==> src/rtl/sm3_msg_expand.sv <==
`timescale 1ns/1ps
// SM3 message expansion: 16 words in, 64 (W_j, W'_j) pairs out; SM3_MSG_EXPAND_EXT_P1_EN routes P1 to a shared external unit.
// Latency: first pair the cycle after the 16th word accept; 80 cycles per block at full throughput.
// Backpressure: out_ready low freezes window, idx and outputs; in_ready is low while expanding.
module sm3_msg_expand (
    input  logic        g_clk,
    input  logic        g_rst,
    input  logic        flush,
    input  logic        in_valid,
    output logic        in_ready,
    input  logic [31:0] in_word,
    output logic        out_valid,
    input  logic        out_ready,
    output logic [31:0] out_w,
    output logic [31:0] out_wp,
    output logic [5:0]  out_idx,
`ifdef SM3_MSG_EXPAND_EXT_P1_EN
    output logic [31:0] p1_rs1,
    input  logic [31:0] p1_res,
`endif
    output logic        busy
);

    typedef enum logic {
        S_LOAD   = 1'b0,
        S_EXPAND = 1'b1
    } state_t;

    state_t      r_state;
    state_t      w_state_nxt;
    logic [31:0] r_win [16];
    logic [3:0]  r_ld_cnt;
    logic [5:0]  r_idx;

    logic        w_in_fire;
    logic        w_out_fire;
    logic [31:0] w_p1_in;
    logic [31:0] w_p1_out;
    logic [31:0] w_nw;

    assign in_ready   = (r_state == S_LOAD);
    assign out_valid  = (r_state == S_EXPAND);
    assign busy       = out_valid;
    assign w_in_fire  = in_valid & in_ready;
    assign w_out_fire = out_valid & out_ready;

    // Outputs read straight from registers so they hold steady under backpressure.
    assign out_w   = out_valid ? r_win[0] : 32'h0;
    assign out_wp  = out_valid ? (r_win[0] ^ r_win[4]) : 32'h0;
    assign out_idx = r_idx;

    assign w_p1_in = r_win[0] ^ r_win[7] ^ {r_win[13][16:0], r_win[13][31:17]};

`ifdef SM3_MSG_EXPAND_EXT_P1_EN
    assign p1_rs1   = w_p1_in;
    assign w_p1_out = p1_res;
`else
    assign w_p1_out = w_p1_in ^ {w_p1_in[16:0], w_p1_in[31:17]} ^ {w_p1_in[8:0], w_p1_in[31:9]};
`endif

    assign w_nw = w_p1_out ^ {r_win[3][24:0], r_win[3][31:25]} ^ r_win[10];

    always_ff @(posedge g_clk or posedge g_rst) begin
        if (g_rst) begin
            r_state <= S_LOAD;
        end else begin
            r_state <= w_state_nxt;
        end
    end

    always_comb begin
        w_state_nxt = r_state;
        case (r_state)
            S_LOAD: begin
                if (w_in_fire && (r_ld_cnt == 4'd15)) begin
                    w_state_nxt = S_EXPAND;
                end
            end
            S_EXPAND: begin
                if (w_out_fire && (r_idx == 6'd63)) begin
                    w_state_nxt = S_LOAD;
                end
            end
            default: w_state_nxt = S_LOAD;
        endcase
        if (flush) begin
            w_state_nxt = S_LOAD;
        end
    end

    // Flush wins over any handshake in the same cycle; the window is left as-is.
    always_ff @(posedge g_clk or posedge g_rst) begin
        if (g_rst) begin
            r_ld_cnt <= 4'd0;
            r_idx    <= 6'd0;
            for (int i = 0; i < 16; i++) begin
                r_win[i] <= 32'h0;
            end
        end else if (flush) begin
            r_ld_cnt <= 4'd0;
            r_idx    <= 6'd0;
        end else if (w_in_fire) begin
            r_win[r_ld_cnt] <= in_word;
            r_ld_cnt        <= r_ld_cnt + 4'd1;
            r_idx           <= 6'd0;
        end else if (w_out_fire) begin
            for (int i = 0; i < 15; i++) begin
                r_win[i] <= r_win[i+1];
            end
            r_win[15] <= w_nw;
            r_idx     <= r_idx + 6'd1;
        end
    end

endmodule

==> config.mk <==
export PLATFORM = sky130hd
export DESIGN_NAME = sm3_msg_expand
export DESIGN_NICKNAME = d
export VERILOG_FILES = /design/src/rtl/sm3_msg_expand.sv
export SDC_FILE = /design/constraint.sdc
export NUM_CORES = 1
export LEC_CHECK = 0
export CAP_MARGIN = 30
export CORE_MARGIN = 2
export CORE_UTILIZATION = 46
export CTS_CLUSTER_SIZE = 24
export DETAILED_ROUTE_END_ITERATION = 10
export PLACE_DENSITY = 0.74
export SETUP_SLACK_MARGIN = 0.02
export SLEW_MARGIN = 20
export SYNTH_ARGS = -nofsm -noshare
export SYNTH_HDL_FRONTEND = slang
export SYNTH_SLANG_ARGS = --single-unit
==> constraint.sdc <==
create_clock -name g_clk -period 45 [get_ports g_clk]
set_input_delay 9 -clock g_clk [delete_from_list [all_inputs] [get_ports g_clk]]
set_output_delay 9 -clock g_clk [all_outputs]
set_load 0.005 [all_outputs]
==> flow_summary.toml, run 1 <==
[synthesis]
yosysUniqueCellTypes = 44
syn_avg_cell_area_um2 = 9.88
yosys.area.top_type = "dfrtp_1"
synth_seq_area_share_pct = 51.9
synth-edff-count = 0
syn_area_um2 = 25200
ys_dominant_reg_cell = "dfrtp_1"
synthCells = 2554
synth_common_cells = "553 x a21oi_1, 523 x dfrtp_1, 324 x nor2_1, 166 x a22oi_1, 161 x xnor2_1"
synth_fp_nets = 2596
ys_top_cells_by_area = "dfrtp_1 52%, a21oi_1 11%, xnor2_1 5.6%"
ys_seq_elements = 523
ys_warn_count = 0
yosysMostFrequentCell = "a21oi_1"
async_flop_share_pct = 100
synth_top_area_share_pct = 51.9

[route]
ant_nets = 0
vias = 20751
drt-total-wl_um = 80800
drt-pass1-iter-count = 6
via_per_inst = 6.42
wl_per_cell_um = 25.0
drt_iter0_markers = 2910
remaining_drc_errors = 0

[floorplanning]
die_w_um = 238
row_count = 85
io_pins = 110
die_h_um = 238
dieArea_um2 = 56700
start_util_pct = 46.7
core_um2 = 54000

[setup_path]
crit_family = "buffers and inverters"
worstPathCellList = "clkdlybuf4s50_1 -> nand2b_4 -> buf_12 -> buf_16 -> buf_4 -> buf_4 -> a22oi_1 -> o21ai_0"
worstPathRequired_ns = 45.51
r2r_start = "busy"
cpPeakStageDelay_ns = 0.82
critPathMostFrequentCell = "buf_4"
critPathArrivalTime_ns = 12.44
endpoint = "r_win[200]"
reg2reg_setup_slack_ns = 41.05
cp_num_cells = 8
critical_path.slowest_cell = "buf_4"
reg2regPathDepth = 8
worst-path-max-fanout = 163
r2r_end = "r_win[200]"
worst-setup-path-type = "in2reg"
crit_buf_inv = 5
end_kind = "flip-flop"
start_kind = "primary input"
setup.worst_path.start = "in_valid"

[global_route]
grt_pass1_wl_um = 124000
grt_pass1_vias = 20023
grt_overflow = 0
grt_usage_pct = 28.4
grt_max_degree = 247
antenna_found_initial = 5

[clock_network]
root_buffer = "clkbuf_16"
clkLatencyLatePin_ns = 0.62
cts.clk_slew.worst_paths_ns = 0.06
cts_buffers = 54
cts_tree = "built"
cts_resized = 0
clkSinkCount = 523
htreeDepth = 2
postCtsHoldBufs = 0
postCtsSetupBuffers = 0
cts_buffer_depth = 3

[placed_design]
gp_congestion = 0.886
dp_slack_ns = 32.20
io_buffers = 109
dp.cells = 3121
dpl_cell_area_um2 = 26400
hpwl_um = 48800

[power]
clock_power_share_pct = 33.1
seq_power_share_pct = 44.2
powerDensity_nw_per_um2 = 48.8
cellLeakagePower_nw = 11.0
swShare_pct = 31.1
ir_drop_uv = 29.3
pwr-share-comb_pct = 22.7
power.total_mw = 1.39
intPower_uw = 955
p_sw_uw = 431

[timing]
post-route-period-util_pct = 26.5
finalHoldWorstSlack_ns = 0.482
drv_slew = 0
finalSetupViolCount = 0
tns_ns = 0
maxSlewHeadroom_pct = 31.1
setup_ws_ns = 33.08
clock.fmax_ghz = 0.0839
worstMarginPinSlew_ns = 1.03
fin_crit_ns = 11.92
hold_viol = 0
clock_skew_ns = 0.0280
rsz0062_at_grt = "false"

[flow_run]
cap_violations = 0

[layout]
layout.nets = 2531
area_delta_synth_final_pct = 12.7
fin_cells = 3230
drive_gt1_share_pct = 5.89
fin_util_pct = 52.6
fin_area_um2 = 28400

[worst_hold_path]
hp-class = "reg2reg"
min_path_cells = 2

[status]
outcome = "complete, no violations"
==> layout make-up <==
class                      instances  area, um2
timing repair buffer             153       1600
sequential                       523      13100
antenna                            3       7.51
multi-input combinational       1753      11000
fill                            4686      25600
inverter                           4       22.5
tap                              696        871
clock inverter                    13        176
clock buffer                      85       1620
==> routing by layer <==
metal	up-vias	GRT usage, %	share of wire, %
met5	-	0	0.024
met4	4	13.7	4.7
met3	209	6.94	11
met2	1155	41.7	44
met1	10444	39.7	40
li1	8939	-	-
==> registers in the layout, summed over array words and instances (netlist names) <==
name	count
r_win	512
out_idx	6
r_ld_cnt	4
busy	1
==> logic make-up (layout without fill, tap and decap cells) <==
family	after synthesis	after routing	synth area share [%]
buffers and inverters	278	255	4.61
and+or+nand+nor	534	534	9.10
adders and majority gates	5	5	0.248
DFF	523	523	51.9
other	0	3	0
xor gates and xnor gates	198	198	8.62
muxes	2	2	0.0793
AOI/OAI and AO/OA	1014	1014	25.5
==> how the worst min path moves through the flow <==
stage / start / end / slack [ns]
CTS: r_win[214] / r_win[214] / 0.48
global route: r_win[35] / r_win[35] / 0.50
finish: r_win[217] / r_win[217] / 0.48
floorplan: r_win[223] / r_win[223] / 0.44
detailed placement: r_win[214] / r_win[214] / 0.47
global placement: r_win[215] / r_win[215] / 0.46
==> power groups by stage <==
stage	Sequential, mW	Combinational [mW]	Clock (mW)
2_1_floorplan	0.588	0.247	0
3_3_place_gp	0.615	0.299	0
3_5_place_dp	0.617	0.307	0
4_1_cts	0.610	0.310	0.460
5_1_grt	0.620	0.341	0.479
6_report	0.613	0.315	0.459
==> cell usage in the layout, fill, tap and decap left out, types with 13 or more instances in the layout <==
| cell type | instances |
|---|---|
| xnor3_1 | 32 |
| buf_4 | 33 |
| a21oi_1 | 553 |
| o2bb2ai_1 | 128 |
| o221ai_1 | 32 |
| clkbuf_16 | 55 |
| clkbuf_8 | 13 |
| a22oi_1 | 166 |
| nor2_1 | 323 |
| nand2_1 | 103 |
| a2bb2oi_1 | 32 |
| o22ai_1 | 51 |
| xnor2_1 | 161 |
| clkbuf_1 | 17 |
| o21ai_0 | 34 |
| dfrtp_1 | 523 |
| and2_1 | 64 |
| clkdlybuf4s50_1 | 109 |
==> worst min-delay path, stage by stage (launching register included) <==
cell     delay [ns]
dfrtp_1        0.34
nand2_1        0.05
o21ai_0        0.06
(Power assumes the default switching activity.)
==> run 2, diff against run 1 <==
==> constraint.sdc (replaced) <==
create_clock -name g_clk -period 11.6 [get_ports g_clk]
set_input_delay 2.32 -clock g_clk [delete_from_list [all_inputs] [get_ports g_clk]]
set_output_delay 2.32 -clock g_clk [all_outputs]
set_load 0.005 [all_outputs]
==> flow_summary.toml, run 2 (synthesized netlist as in run 1, its figures left out) <==
[route]
remaining_drc_errors = 0
drt-total-wl_um = 80500
via_per_inst = 6.38
drt-pass1-iter-count = 6
ant_nets = 0
wl_per_cell_um = 24.9
vias = 20627
drt_iter0_markers = 2846

[timing]
hold_viol = 0
clock.fmax_ghz = 0.191
finalSetupViolCount = 0
drv_slew = 0
rsz0062_at_grt = "false"
fin_crit_ns = 5.23
maxSlewHeadroom_pct = 18.8
clock_skew_ns = 0.0147
post-route-period-util_pct = 45.1
worstMarginPinSlew_ns = 1.22
tns_ns = 0

[setup_path]
worstPathRequired_ns = 12.11
critPathArrivalTime_ns = 5.73
worst-setup-path-type = "in2reg"
end_kind = "flip-flop"
worst-path-max-fanout = 64
start_kind = "primary input"

[placed_design]
io_buffers = 109
hpwl_um = 48800
gp_congestion = 0.883

[floorplanning]
die_h_um = 238
dieArea_um2 = 56700
die_w_um = 238
core_um2 = 54000
start_util_pct = 46.7
io_pins = 110
row_count = 85

[clock_network]
root_buffer = "clkbuf_16"
cts.clk_slew.worst_paths_ns = 0.06
clkLatencyLatePin_ns = 0.61
postCtsSetupBuffers = 0
clkSinkCount = 523
cts_buffers = 53
cts_tree = "built"
cts_resized = 0
cts_buffer_depth = 3
postCtsHoldBufs = 0
htreeDepth = 2

[power]
cellLeakagePower_nw = 11.0
power.total_mw = 5.41
ir_drop_uv = 102
p_sw_mw = 1.68
intPower_mw = 3.73
seq_power_share_pct = 44.0
powerDensity_nw_per_um2 = 190
pwr-share-comb_pct = 22.5
swShare_pct = 31.1
clock_power_share_pct = 33.5

[layout]
largest_register = "r_win"
nFillCells = 4640
final_cell_mix = "553 x a21oi_1, 523 x dfrtp_1, 323 x nor2_1, 166 x a22oi_1, 161 x xnor2_1"
layout.nets = 2529
multi_input_area_um2 = 11000
area_delta_synth_final_pct = 12.6
seq_area_um2 = 13100
drive_gt1_share_pct = 6.06
final_common_cell = "a21oi_1"
largest_reg_flops = 512

[flow_run]
cap_violations = 0

[global_route]
grt_util_met1_pct = 39.2
grt_pass1_vias = 19654
grt_pass1_wl_um = 123000
met3_usage_pct = 7.59
grt-busiest-layer = "met2"
grt_overflow = 0
grt_max_degree = 202
met2_usage_pct = 41.7
antenna_found_initial = 8
grt_usage_pct = 28.2

[worst_hold_path]
hp-class = "reg2reg"

[status]
outcome = "complete, no violations"
==> run 2: cell types whose count changed in the layout (fill, tap and decap cells not counted), moves of 2 or more <==
cell       before  now
diode_2         3    9
clkinv_2        5    8
clkbuf_16      55   53
bufinv_16       4    6
buf_16          6    3
clkbuf_8       13   15
clkbuf_1       17    8
==> run 2: layer usage <==
metal	vias up	wire [um]
li1	8939	-
met5	-	0
met2	1129	35700
met3	209	8920
met4	0	3430
met1	10350	32500
==> run 2: worst paths after layout <==
path                                 start          to  slack, ns  cells past startpoint
worst min-delay path            r_win[217]  r_win[217]       0.48                      2
worst min register to register  r_win[217]  r_win[217]       0.48                      2
worst max register to register        busy  r_win[198]       7.92                      7
max in group asynchronous            g_rst  r_win[400]       7.62                      6
worst max-delay path              in_valid  r_win[116]       6.37                      8
min in group asynchronous            g_rst  r_win[473]       1.98                      2
==> run 2: power by group through the flow <==
stage               Clock [mW]  Combinational (mW)  Sequential [mW]
global route              1.90                1.32             2.40
CTS                       1.83                1.20             2.37
global placement             0                1.16             2.38
finish                    1.81                1.22             2.38
detailed placement           0                1.19             2.39
floorplan                    0               0.957             2.28
==> run 2: area by class of cell <==
type / instances / share of cell area [%]
inverter: 4 / 0.0660
clock inverter: 18 / 0.894
antenna: 9 / 0.0793
timing repair buffer: 152 / 5.49
tap: 696 / 3.06
multi-input combinational: 1753 / 38.9
sequential: 523 / 46.1
clock buffer: 76 / 5.50
==> run 2: per-stage QoR <==
step           instance area (um2)  setup WS, ns  util, %  hold WS [ns]  cells
6_report                     28400          6.37     52.6         0.484   3231
5_1_grt                      28400          6.34     52.6         0.501   3226
4_1_cts                      28300          5.98     52.3         0.487   3216
3_5_place_dp                 26400          5.80     48.9         0.473   3122
3_3_place_gp                 26400          5.87     48.9         0.468   3120
2_1_floorplan                25200          2.17        -         0.445   2554
==> run 2: worst max-delay path, cell delays in order <==
cell and delay, ns:
clkdlybuf4s50_1 0.59, nor2b_4 0.18, buf_4 0.61, buf_4 0.75, and3_1 0.28, buf_4 0.48, a22oi_1 0.17, o2bb2ai_1 0.25
==> run 3, diff against run 2 <==
==> constraint.sdc (replaced) <==
create_clock -name g_clk -period 5.4 [get_ports g_clk]
set_input_delay 1.08 -clock g_clk [delete_from_list [all_inputs] [get_ports g_clk]]
set_output_delay 1.08 -clock g_clk [all_outputs]
set_load 0.005 [all_outputs]
==> flow_summary.toml, run 3 (synthesized netlist as in run 1, its figures left out) <==
[timing]
finalSetupViolCount = 0
hold_viol = 0
finalHoldWorstSlack_ns = 0.482
maxSlewHeadroom_pct = 35.0
drv_slew = 0
clock_skew_ns = 0.0132
clock.fmax_ghz = 0.256
fin_crit_ns = 3.90
rsz0062_at_grt = "false"
post-route-period-util_pct = 72.3
worstMarginPinSlew_ns = 0.973

[route]
top_layer = "met5"
wl_per_cell_um = 24.5
vias = 20563
route.met3.wl_um = 8720
drt_iter0_markers = 2594
drt-total-wl_um = 79200
drt-pass1-iter-count = 8
via_per_inst = 6.35
remaining_drc_errors = 0
drt-met1-wl_um = 32500
ant_nets = 0
wl_met2_um = 35200

[power]
swShare_pct = 31.5
pwr-share-comb_pct = 22.8
seq_power_share_pct = 44.1
power.total_mw = 11.6
intPower_mw = 7.94
p_sw_mw = 3.66
powerDensity_nw_per_um2 = 408
clock_power_share_pct = 33.1
ir_drop_uv = 252
cellLeakagePower_nw = 11.0

[clock_network]
cts.clk_slew.worst_paths_ns = 0.06
cts_buffers = 55
cts_resized = 0
root_buffer = "clkbuf_16"
postCtsHoldBufs = 0
cts_tree = "built"
clkLatencyLatePin_ns = 0.62
clkSinkCount = 523
cts_buffer_depth = 3
postCtsSetupBuffers = 0
htreeDepth = 2

[setup_path]
end_kind = "output port"
critical_path.slowest_cell = "dfrtp_1"
worst-path-max-fanout = 33
cpPeakStageDelay_ns = 0.97
critPathArrivalTime_ns = 2.82
crit_buf_inv = 3
worstPathRequired_ns = 4.32
start_kind = "flip-flop"
worstPathCellList = "inv_1 -> buf_4 -> nor2_1 -> clkdlybuf4s50_1"
crit_family = "buffers and inverters"
worst-setup-path-type = "reg2out"

[global_route]
grt_max_degree = 180
grt_usage_pct = 28.0
grt_pass1_wl_um = 122000
antenna_found_initial = 10
grt_overflow = 0
grt_pass1_vias = 19989

[floorplanning]
die_h_um = 238
io_pins = 110
start_util_pct = 46.7
die_w_um = 238
core_um2 = 54000
row_count = 85
dieArea_um2 = 56700

[layout]
area_delta_synth_final_pct = 12.5
largest_reg_flops = 512
layout.nets = 2535
largest_register = "r_win"
final_cell_mix = "553 x a21oi_1, 523 x dfrtp_1, 323 x nor2_1, 166 x a22oi_1, 161 x xnor2_1"
drive_gt1_share_pct = 6.23
final_common_cell = "a21oi_1"

[worst_hold_path]
hp-class = "reg2reg"

[placed_design]
gp_congestion = 0.908
hpwl_um = 49900
io_buffers = 109

[status]
outcome = "complete, no violations"

[flow_run]
cap_violations = 0
==> run 3: layer usage <==
metal	up-vias	track usage (%)
met1	10342	39.1
li1	8947	-
met2	1105	41.4
met5	-	0
met4	2	11.0
met3	167	7.88
==> run 3: cell type report <==
| type | instances | area, um2 |
|---|---|---|
| Inverter | 4 | 18.8 |
| Fill cell | 4690 | 25600 |
| Antenna cell | 6 | 15.0 |
| Sequential cell | 523 | 13100 |
| Multi-Input combinational cell | 1753 | 11000 |
| Clock buffer | 79 | 1620 |
| Timing Repair Buffer | 156 | 1530 |
| Clock inverter | 20 | 201 |
| Tap cell | 696 | 871 |
==> run 3: stage by stage <==
step           worst slack [ns]  utilization (%)  std cells  TNS (ns)  cell area [um2]
6_report                   1.50             52.5       3237         0            28400
3_3_place_gp               1.55             49.1       3130         0            26500
4_1_cts                    1.44             52.5       3230         0            28300
3_5_place_dp               1.44             49.1       3131         0            26500
2_1_floorplan             -2.79                -       2554  -1457.18            25200
5_1_grt                    1.39             52.5       3236         0            28400
==> run 3: worst paths after layout <==
check / startpoint / to / slack [ns] / cells past startpoint
max in group asynchronous: g_rst / r_win[46] / 3.37 / 4
hold reg to reg: r_win[192] / r_win[192] / 0.48 / 2
min in group asynchronous: g_rst / r_win[313] / 0.79 / 2
setup / recovery: busy / out_wp[25] / 1.50 / 4
setup reg to reg: busy / r_win[212] / 2.28 / 6
hold / removal: r_win[192] / r_win[192] / 0.48 / 2
==> run 3: worst register-to-register path: stages (launching register included) <==
cell and delay [ns]:
dfrtp_1 0.74, nor2b_4 0.82, buf_4 0.49, and3_1 0.22
buf_4 0.41, a22oi_1 0.14, o21ai_0 0.21
==> run 3: power by group through the flow <==
stage / Clock [mW] / Combinational (mW) / Sequential [mW]
3_5_place_dp: 0 / 2.59 / 5.15
5_1_grt: 4.03 / 2.88 / 5.16
6_report: 3.84 / 2.65 / 5.11
3_3_place_gp: 0 / 2.53 / 5.12
4_1_cts: 3.86 / 2.62 / 5.08
2_1_floorplan: 0 / 2.06 / 4.90
